$ cat src/rtl/rstreq_pkg.sv
// rtl/rstreq_pkg.sv - shared types and constants for the reset request generator
//
// Purpose: FSM state encoding and rst_cause code values used by
//          reset_request_gen and its testbench.
// Ports:   none (package)
package rstreq_pkg;

  typedef enum logic [1:0] {
    IDLE   = 2'd0,
    ASSERT = 2'd1,
    HOLD   = 2'd2
  } state_t;

  localparam logic [1:0] CAUSE_NONE = 2'b00;
  localparam logic [1:0] CAUSE_BTN  = 2'b01;
  localparam logic [1:0] CAUSE_WDT  = 2'b10;
  localparam logic [1:0] CAUSE_BOTH = 2'b11;

endpackage

$ cat src/rtl/rstreq_debounce.sv
// rtl/rstreq_debounce.sv - button synchronizer and debounce counter
//
// Purpose: brings the raw asynchronous push-button into the clk domain and
//          accepts a new level only after DEBOUNCE_CYCLES consecutive
//          identical synchronized samples.
// Ports:
//   clk        in   board clock
//   resetn     in   asynchronous active-low power-on reset
//   btn_raw    in   raw bouncy button, active high
//   btn_level  out  debounced button level
//   btn_evt    out  single-cycle pulse on a btn_level 0->1 transition
module rstreq_debounce #(
  parameter int DEBOUNCE_CYCLES = 50000,
  parameter int CNT_W           = 26
) (
  input  logic clk,
  input  logic resetn,
  input  logic btn_raw,
  output logic btn_level,
  output logic btn_evt
);

  logic             sync1;
  logic             sync2;
  logic             level_q;
  logic [CNT_W-1:0] cnt;

  always_ff @(posedge clk or negedge resetn) begin
    if (!resetn) begin
      sync1     <= 1'b0;
      sync2     <= 1'b0;
      level_q   <= 1'b0;
      btn_level <= 1'b0;
      cnt       <= '0;
    end else begin
      sync1   <= btn_raw;
      sync2   <= sync1;
      level_q <= btn_level;
      // Any sample matching the current level restarts the run, so only an
      // unbroken run of DEBOUNCE_CYCLES differing samples flips the level.
      if (sync2 != btn_level) begin
        if (cnt == CNT_W'(DEBOUNCE_CYCLES - 1)) begin
          btn_level <= ~btn_level;
          cnt       <= '0;
        end else begin
          cnt <= cnt + 1'b1;
        end
      end else begin
        cnt <= '0;
      end
    end
  end

  // Edge detect against the previous level: the event is visible in the
  // cycle after btn_level rises, giving the FSM a one-cycle request latency.
  assign btn_evt = btn_level & ~level_q;

endmodule

$ cat src/rtl/reset_request_gen.sv
// rtl/reset_request_gen.sv - board-level reset request pulse generator
//
// Purpose: turns a debounced button press or a software watchdog timeout
//          into a clean active-high rst_req pulse of PULSE_CYCLES cycles and
//          records a sticky cause code. Its own reset is power-on only.
// Configuration: define RSTREQ_WDT_EN to build the watchdog; otherwise
//          wdt_en/wdt_kick are ignored and rst_cause[1] is constant 0.
// Ports:
//   clk        in   board clock
//   resetn     in   asynchronous active-low power-on reset
//   btn_raw    in   raw bouncy button, active high
//   wdt_en     in   watchdog armed while high
//   wdt_kick   in   single-cycle pulse restarting the watchdog count
//   rst_req    out  active-high reset request
//   rst_cause  out  sticky cause: 00 none, 01 button, 10 watchdog, 11 both
//   btn_level  out  debounced button level
module reset_request_gen
  import rstreq_pkg::*;
#(
  parameter int DEBOUNCE_CYCLES = 50000,
  parameter int PULSE_CYCLES    = 16,
  parameter int WDT_CYCLES      = 2**24,
  parameter int CNT_W           = 26
) (
  input  logic       clk,
  input  logic       resetn,
  input  logic       btn_raw,
  input  logic       wdt_en,
  input  logic       wdt_kick,
  output logic       rst_req,
  output logic [1:0] rst_cause,
  output logic       btn_level
);

  state_t           state;
  state_t           state_nxt;
  logic [CNT_W-1:0] pulse_cnt;
  logic [CNT_W-1:0] pulse_cnt_nxt;
  logic [1:0]       cause_nxt;
  logic             rst_req_nxt;
  logic             btn_evt;
  logic             wdt_evt;

  rstreq_debounce #(
    .DEBOUNCE_CYCLES (DEBOUNCE_CYCLES),
    .CNT_W           (CNT_W)
  ) u_debounce (
    .clk       (clk),
    .resetn    (resetn),
    .btn_raw   (btn_raw),
    .btn_level (btn_level),
    .btn_evt   (btn_evt)
  );

`ifdef RSTREQ_WDT_EN
  logic [CNT_W-1:0] wdt_cnt;
  logic             wdt_terminal;

  assign wdt_terminal = (wdt_cnt == CNT_W'(WDT_CYCLES - 1));
  // A kick landing in the terminal cycle suppresses the timeout.
  assign wdt_evt = (state == IDLE) && wdt_en && !wdt_kick && wdt_terminal;

  always_ff @(posedge clk or negedge resetn) begin
    if (!resetn) begin
      wdt_cnt <= '0;
    end else if ((state != IDLE) || !wdt_en || wdt_kick || wdt_terminal) begin
      wdt_cnt <= '0;
    end else begin
      wdt_cnt <= wdt_cnt + 1'b1;
    end
  end
`else
  logic unused_wdt;

  assign wdt_evt    = 1'b0;
  assign unused_wdt = wdt_en ^ wdt_kick ^ (WDT_CYCLES > 1);
`endif

  always_ff @(posedge clk or negedge resetn) begin
    if (!resetn) begin
      state     <= IDLE;
      pulse_cnt <= '0;
      rst_cause <= CAUSE_NONE;
      rst_req   <= 1'b0;
    end else begin
      state     <= state_nxt;
      pulse_cnt <= pulse_cnt_nxt;
      rst_cause <= cause_nxt;
      rst_req   <= rst_req_nxt;
    end
  end

  // rst_req is its own flop (not a state decode) so the request line cannot
  // glitch while the state bits change.
  always_comb begin
    state_nxt     = state;
    pulse_cnt_nxt = pulse_cnt;
    cause_nxt     = rst_cause;
    rst_req_nxt   = 1'b0;
    case (state)
      IDLE: begin
        if (btn_evt || wdt_evt) begin
          state_nxt     = ASSERT;
          pulse_cnt_nxt = '0;
          cause_nxt     = {wdt_evt, btn_evt};
          rst_req_nxt   = 1'b1;
        end
      end
      ASSERT: begin
        if (pulse_cnt == CNT_W'(PULSE_CYCLES - 1)) begin
          state_nxt = HOLD;
        end else begin
          pulse_cnt_nxt = pulse_cnt + 1'b1;
          rst_req_nxt   = 1'b1;
        end
      end
      HOLD: begin
        // A button still held after the pulse must be released before
        // another request can be taken.
        if (!btn_level) begin
          state_nxt = IDLE;
        end
      end
      default: begin
        state_nxt = IDLE;
      end
    endcase
  end

endmodule

$ cat config.mk
export PLATFORM = sky130hd
export DESIGN_NAME = reset_request_gen
export DESIGN_NICKNAME = d
export VERILOG_FILES = /design/src/rtl/rstreq_pkg.sv /design/src/rtl/rstreq_debounce.sv /design/src/rtl/reset_request_gen.sv
export SDC_FILE = /design/constraint.sdc
export NUM_CORES = 1
export LEC_CHECK = 0
export BUFFER_PORTS_ARGS = -buffer_cell sky130_fd_sc_hd__buf_2
export CORE_UTILIZATION = 30
export DETAILED_ROUTE_END_ITERATION = 8
export PLACE_DENSITY = 0.57
export SETUP_SLACK_MARGIN = 0.5
export SYNTH_ARGS = -nofsm -noshare
export SYNTH_HDL_FRONTEND = slang
export SYNTH_SLANG_ARGS = --single-unit
$ cat constraint.sdc
create_clock -name clk -period 2.2 [get_ports clk]
set_input_delay 0.22 -clock clk [delete_from_list [all_inputs] [get_ports clk]]
set_output_delay 0.22 -clock clk [all_outputs]
set_load 0.01 [all_outputs]
Yosys cells after proc, flatten, opt, wreduce, memory -nomap -nowiden
Cells that the tools add are included.

$add $sub $neg: 2. Eq/ne operators: 9. Reduce and logical (&&, ||, !) cells: 6. Multiplexer cells: 12. Bitwise gates (word level): 3.

Operators by type and width (count): two-way mux 26 bit (4); adder 26 x 1 -> 26 bit, second input constant (2); one-hot mux 26 bit (2 select lines) (1); == test 26 x 16 -> 1 bit, second input constant (1); == test 26 x 4 -> 1 bit, second input constant (1); inequality test 2 bit, second input constant (4); two-way mux 2 bit (3); one-hot mux 2 bit (3 select lines) (1); AND reduction 3 bit (2); AND reduction 2 bit (2); == test 2 x 1 -> 1 bit, second input constant (1); == test 2 bit, second input constant (1); logical NOT 2 bit (1); two-way mux 1 bit (2); NOT 1 bit (2); one-hot mux 1 bit (2 select lines) (1); nonzero test 2 bit (1); bitwise AND 1 bit (1); inequality test 1 bit (1).

Output and inout bits: 4. Logic and storage cells: 41. Bits of input ports: 5. Register bits: 60.

Depth between registers and ports, before layout
Word-level depth: 4. Depth in mapped cells: 9. Gate-level depth less buffers: 6.

Hierarchy
A second synthesis with hierarchy kept.

Cells, all modules: 329. Area, all modules: 3149.3 um^2.

Modules (own cells, without submodules): reset_request_gen (cells each 178, times used 1, area an instance 1645.3 um^2); rstreq_debounce (cells each 151, times used 1, area an instance 1503.9 um^2).

Worst setup path after synthesis
Ideal clock, no wire load.

Path kind: register to register. From: register u_debounce.cnt[17]. To: register u_debounce.cnt[24]. Arrival: 1.944 ns. Cell stages (with the launch flop): 8. Setup slack: 0.137 ns. Setup time: 0.119 ns. Path buffers: 2. Required time: 2.081 ns. Cells stage by stage: dfrtp_1 -> or4_1 -> or4_1 -> nor3_2 -> nand2b_1 -> buf_6 -> buf_12 -> nor2_1.

Longest elaborated chain between the ends: 3. Elaborated cells between the ends (all ways): 4.

RTL lines: from (decl) (RTL line rstreq_debounce.sv:26) `logic [CNT_W-1:0] cnt;`; from (signal assigned) (RTL line rstreq_debounce.sv:46) `cnt <= cnt + 1'b1;`; adder 26 x 1 -> 26 bit or == test 26 x 16 -> 1 bit (tied branches) (RTL line rstreq_debounce.sv:46, rstreq_debounce.sv:42); two-way mux 26 bit (*) (RTL line rstreq_debounce.sv:42) `if (cnt == CNT_W'(DEBOUNCE_CYCLES - 1)) begin`; two-way mux 26 bit (*) (RTL line rstreq_debounce.sv:41) `if (sync2 != btn_level) begin`.

Mark *: on every way between the ends. The rest lies on a longest branch, timed or not. A chain may end at the register's enable or synchronous reset.

Worst setup path after layout
From: register u_debounce.cnt[13]. To: register u_debounce.btn_level.

Longest elaborated chain between the ends: 2.

RTL lines: == test 26 x 16 -> 1 bit (RTL line rstreq_debounce.sv:42); AND reduction 2 bit (no source line); to (signal assigned) (RTL line rstreq_debounce.sv:43) `btn_level <= ~btn_level;`; to (decl) (RTL line rstreq_debounce.sv:19) `output logic btn_level,`.

Every way passes these cells.

==> key figures <==
Yosys
  – Cell taking the most area after synthesis: dfrtp_1
  – Post-Synthesis Net Count: 331
  – Top cells by area, synth: dfrtp_1 (49%), nor2_1 (5.4%), xor2_1 (4.9%)
  – Post-synth top area share: 49.1%
  – Ys Warns: 0
  – Most used DFF post-synth: dfrtp_1
  – Register area share after synthesis: 49.1%
  – Synth cell types: 38
  – Post-synth ARST share: 100%
  – Post-synth EDFFs: 0
  – Post-Syn Area: 3060 um2
  – Mapped Cells: 324
  – Post-synthesis register bit count: 60
  – Syn avg cell area: 9.44 um2

Min path
  – Hold Crit Class: reg2reg

Cells and area
  – # nets final: 370
  – Most frequent cells in the layout: dfrtp_1 (57), nor2_1 (41), buf_4 (23)
  – Filler instances: 1002
  – Commonest non-fill, non-tap cell in the layout: dfrtp_1
  – Antenna diode count: 0
  – Layout Area Growth over Synthesis: 29.0%
  – Layout cell share with drive strength beyond 1: 28.3%
  – Final Core Density: 40.2%

CTS
  – CTS buffer count: 9
  – Clk slew on worst S/H paths: 0.07 ns
  – CTS sink cnt: 60
  – CTS H-tree depth: 3
  – CTS max path bufs: 2
  – CTS tree: done
  – Skew-Pair Late Insertion Delay: 0.34 ns
  – Clock tree root buffer cell: clkbuf_8

Floorplanning
  – FP Rows: 36
  – I/O pins: 9
  – Std-Cell Core Area: 9820 um2
  – Chip width: 103 um
  – Die ar.: 10600 um2
  – Die Ht: 103 um
  – Starting Density: 31.2%

Drt
  – Routed vias/inst: 5.11
  – Initial DRT Pass Iterations: 4
  – Routed wire length: 6970 um
  – Drt wl/cell: 13.9 um
  – Post-route ant nets: 0
  – Detailed-route via count: 2554
  – DRC viols: 0
  – 1st-iter DRT viols: 146

Pwr
  – Pwr dens: 539 nW/um2
  – Pwr Total: 2.13 mW
  – Leak pwr: 1.69 nW
  – Peak supply drop: 0.000229 V

Global routing
  – Met3 Resource Use GR: 4.95%
  – Largest net degree at the start of global routing: 40
  – Vias in the first global route: 2522
  – Met1 usage: 16.6%
  – Grt ovf: 0
  – Antenna violations before repair: 0
  – Top Usage Layer GRT: met2
  – Met2 Use GR: 24.8%
  – Total Routing Usage GR: 14.5%
  – Global-route wire length before repair: 11800 um

Flow run
  – # Max-Cap Violations: 0

Timing
  – RSZ-0062 raised after global routing: true
  – Final clock period utilization by the worst path: 93.2%
  – Worst-Margin Slew: 0.524 ns
  – Tmin final: 2.05 ns
  – Rel. slew slack: 65.1%
  – Setup tns final: 0 ns
  – Hold Vio Cnt, Final: 0
  – Setup violations, final: 0
  – Final slew viol count: 0
  – FMAX: 0.488 GHz
  – Layout Skew: 0.00688 ns
  – Worst hold slack: 0.359 ns

Critical path
  – CP max-delay cell: or4_1
  – Setup CP Type: reg2reg
  – Delay-heaviest family, CP: simple AND/OR/NAND/NOR gates
  – CP endpoint kind: flop
  – Req. time, crit path: 2.42 ns
  – Crit-path max cell delay: 0.53 ns
  – CP bufs+invs: 1
  – CP Max Fanout: 2
  – Arr. time, crit path: 2.27 ns
  – Worst-path cell chain: or4_1 > or4_4 > nor3_4 > buf_4 > mux2_4
  – Worst Setup Start Kind: flop

Placed design
  – RePlAce Congestion: 0.789
  – Dpl hpwl: 4290 um
  – Port Buffers: 5

Outcome
  – Outcome: finished clean
layer usage:
layer / wire (um) / share of wire (%)
met5: 0 / 0
met4: 145 / 2.1
met3: 267 / 3.8
met2: 3360 / 48
met1: 3200 / 46
metrics by stage:
stage                     instances  worst slack, ns  area [um2]
after floorplan                 324            0.258        3170
after global placement          463            0.103        3370
after detailed placement        463           0.0733        3370
after CTS                       494            0.162        3790
after global routing            500           0.0836        3950
final                           500            0.149        3950
path summary, 6_finish.rpt:
kind | start | endpoint | slack, ns | cells after the start
min in group asynchronous | resetn | u_debounce.cnt[2] | 0.39 | 2
hold / removal | u_debounce.sync1 | u_debounce.sync2 | 0.36 | 0
hold reg to reg | u_debounce.sync1 | u_debounce.sync2 | 0.36 | 0
setup reg to reg | u_debounce.cnt[13] | u_debounce.btn_level | 0.15 | 5
max in group asynchronous | resetn | pulse_cnt[18] | 1.21 | 3
setup / recovery | u_debounce.cnt[13] | u_debounce.btn_level | 0.15 | 5
worst reg2reg max path: stages (launching register included):
cell     delay (ns)
dfrtp_1        0.37
or4_1          0.53
or4_4          0.45
nor3_4         0.16
buf_4          0.14
mux2_4         0.28
synthesized netlist by cell type (6+ instances only):
master    count
dfrtp_1      60
nor2_1       44
o21ai_0      24
nand3_1      21
nand4_1      19
nand2_1      18
xor2_1       17
a31oi_1      14
clkbuf_1     12
a21oi_1      11
and3_1       10
xnor2_1      10
nor3_1        7
nor4_1        6
registers in the layout, indices dropped and copies added, names as in the netlist:
| name | cells |
|---|---|
| u_debounce.sync2 | 1 |
| state | 2 |
| u_debounce.btn_level | 1 |
| u_debounce.cnt | 26 |
| u_debounce.level_q | 1 |
| pulse_cnt | 26 |
| rst_cause | 1 |
| u_debounce.sync1 | 1 |
| rst_req | 1 |
report_power, final:
part           total, mW  internal [mW]  switching (mW)
registers           1.11           1.11         0.00469
logic             0.0535         0.0180          0.0355
clock network      0.960          0.548           0.412
kinds of logic (layout without fill, tap and decap cells):
group / count (synthesis) / in the layout / synth area share, %
adder cells (fa/ha/maj): 2 / 2 / 0.818
other: 1 / 1 / 0.123
buffers and inverters: 20 / 63 / 3.89
multiplexers: 4 / 4 / 1.39
XOR/XNOR: 27 / 27 / 7.73
flip-flops: 60 / 60 / 49.1
AND/OR/NAND/NOR: 150 / 150 / 25.3
AO/OA/AOI/OAI: 60 / 60 / 11.7
area by class of cell:
type	count	area, um2	area share (%)
Clock inverter	2	35.0	0.888
Inverter	4	17.5	0.444
Tap cell	133	166	4.22
Sequential cell	60	1510	38.2
Timing Repair Buffer	44	417	10.6
Clock buffer	13	149	3.77
Multi-Input combinational cell	244	1660	42.0
repair_timing:
item                                    4_1_cts  5_1_grt
hold buffers                                  2        0
hold endpoints to repair                     22        0
pin swaps                                    11        7
resized for setup                            28       24
cloned                                        1        0
buffers inserted                             13        6
endpoints found under the setup margin       54       55
No activity file was read; power rests on OpenSTA's default activity.
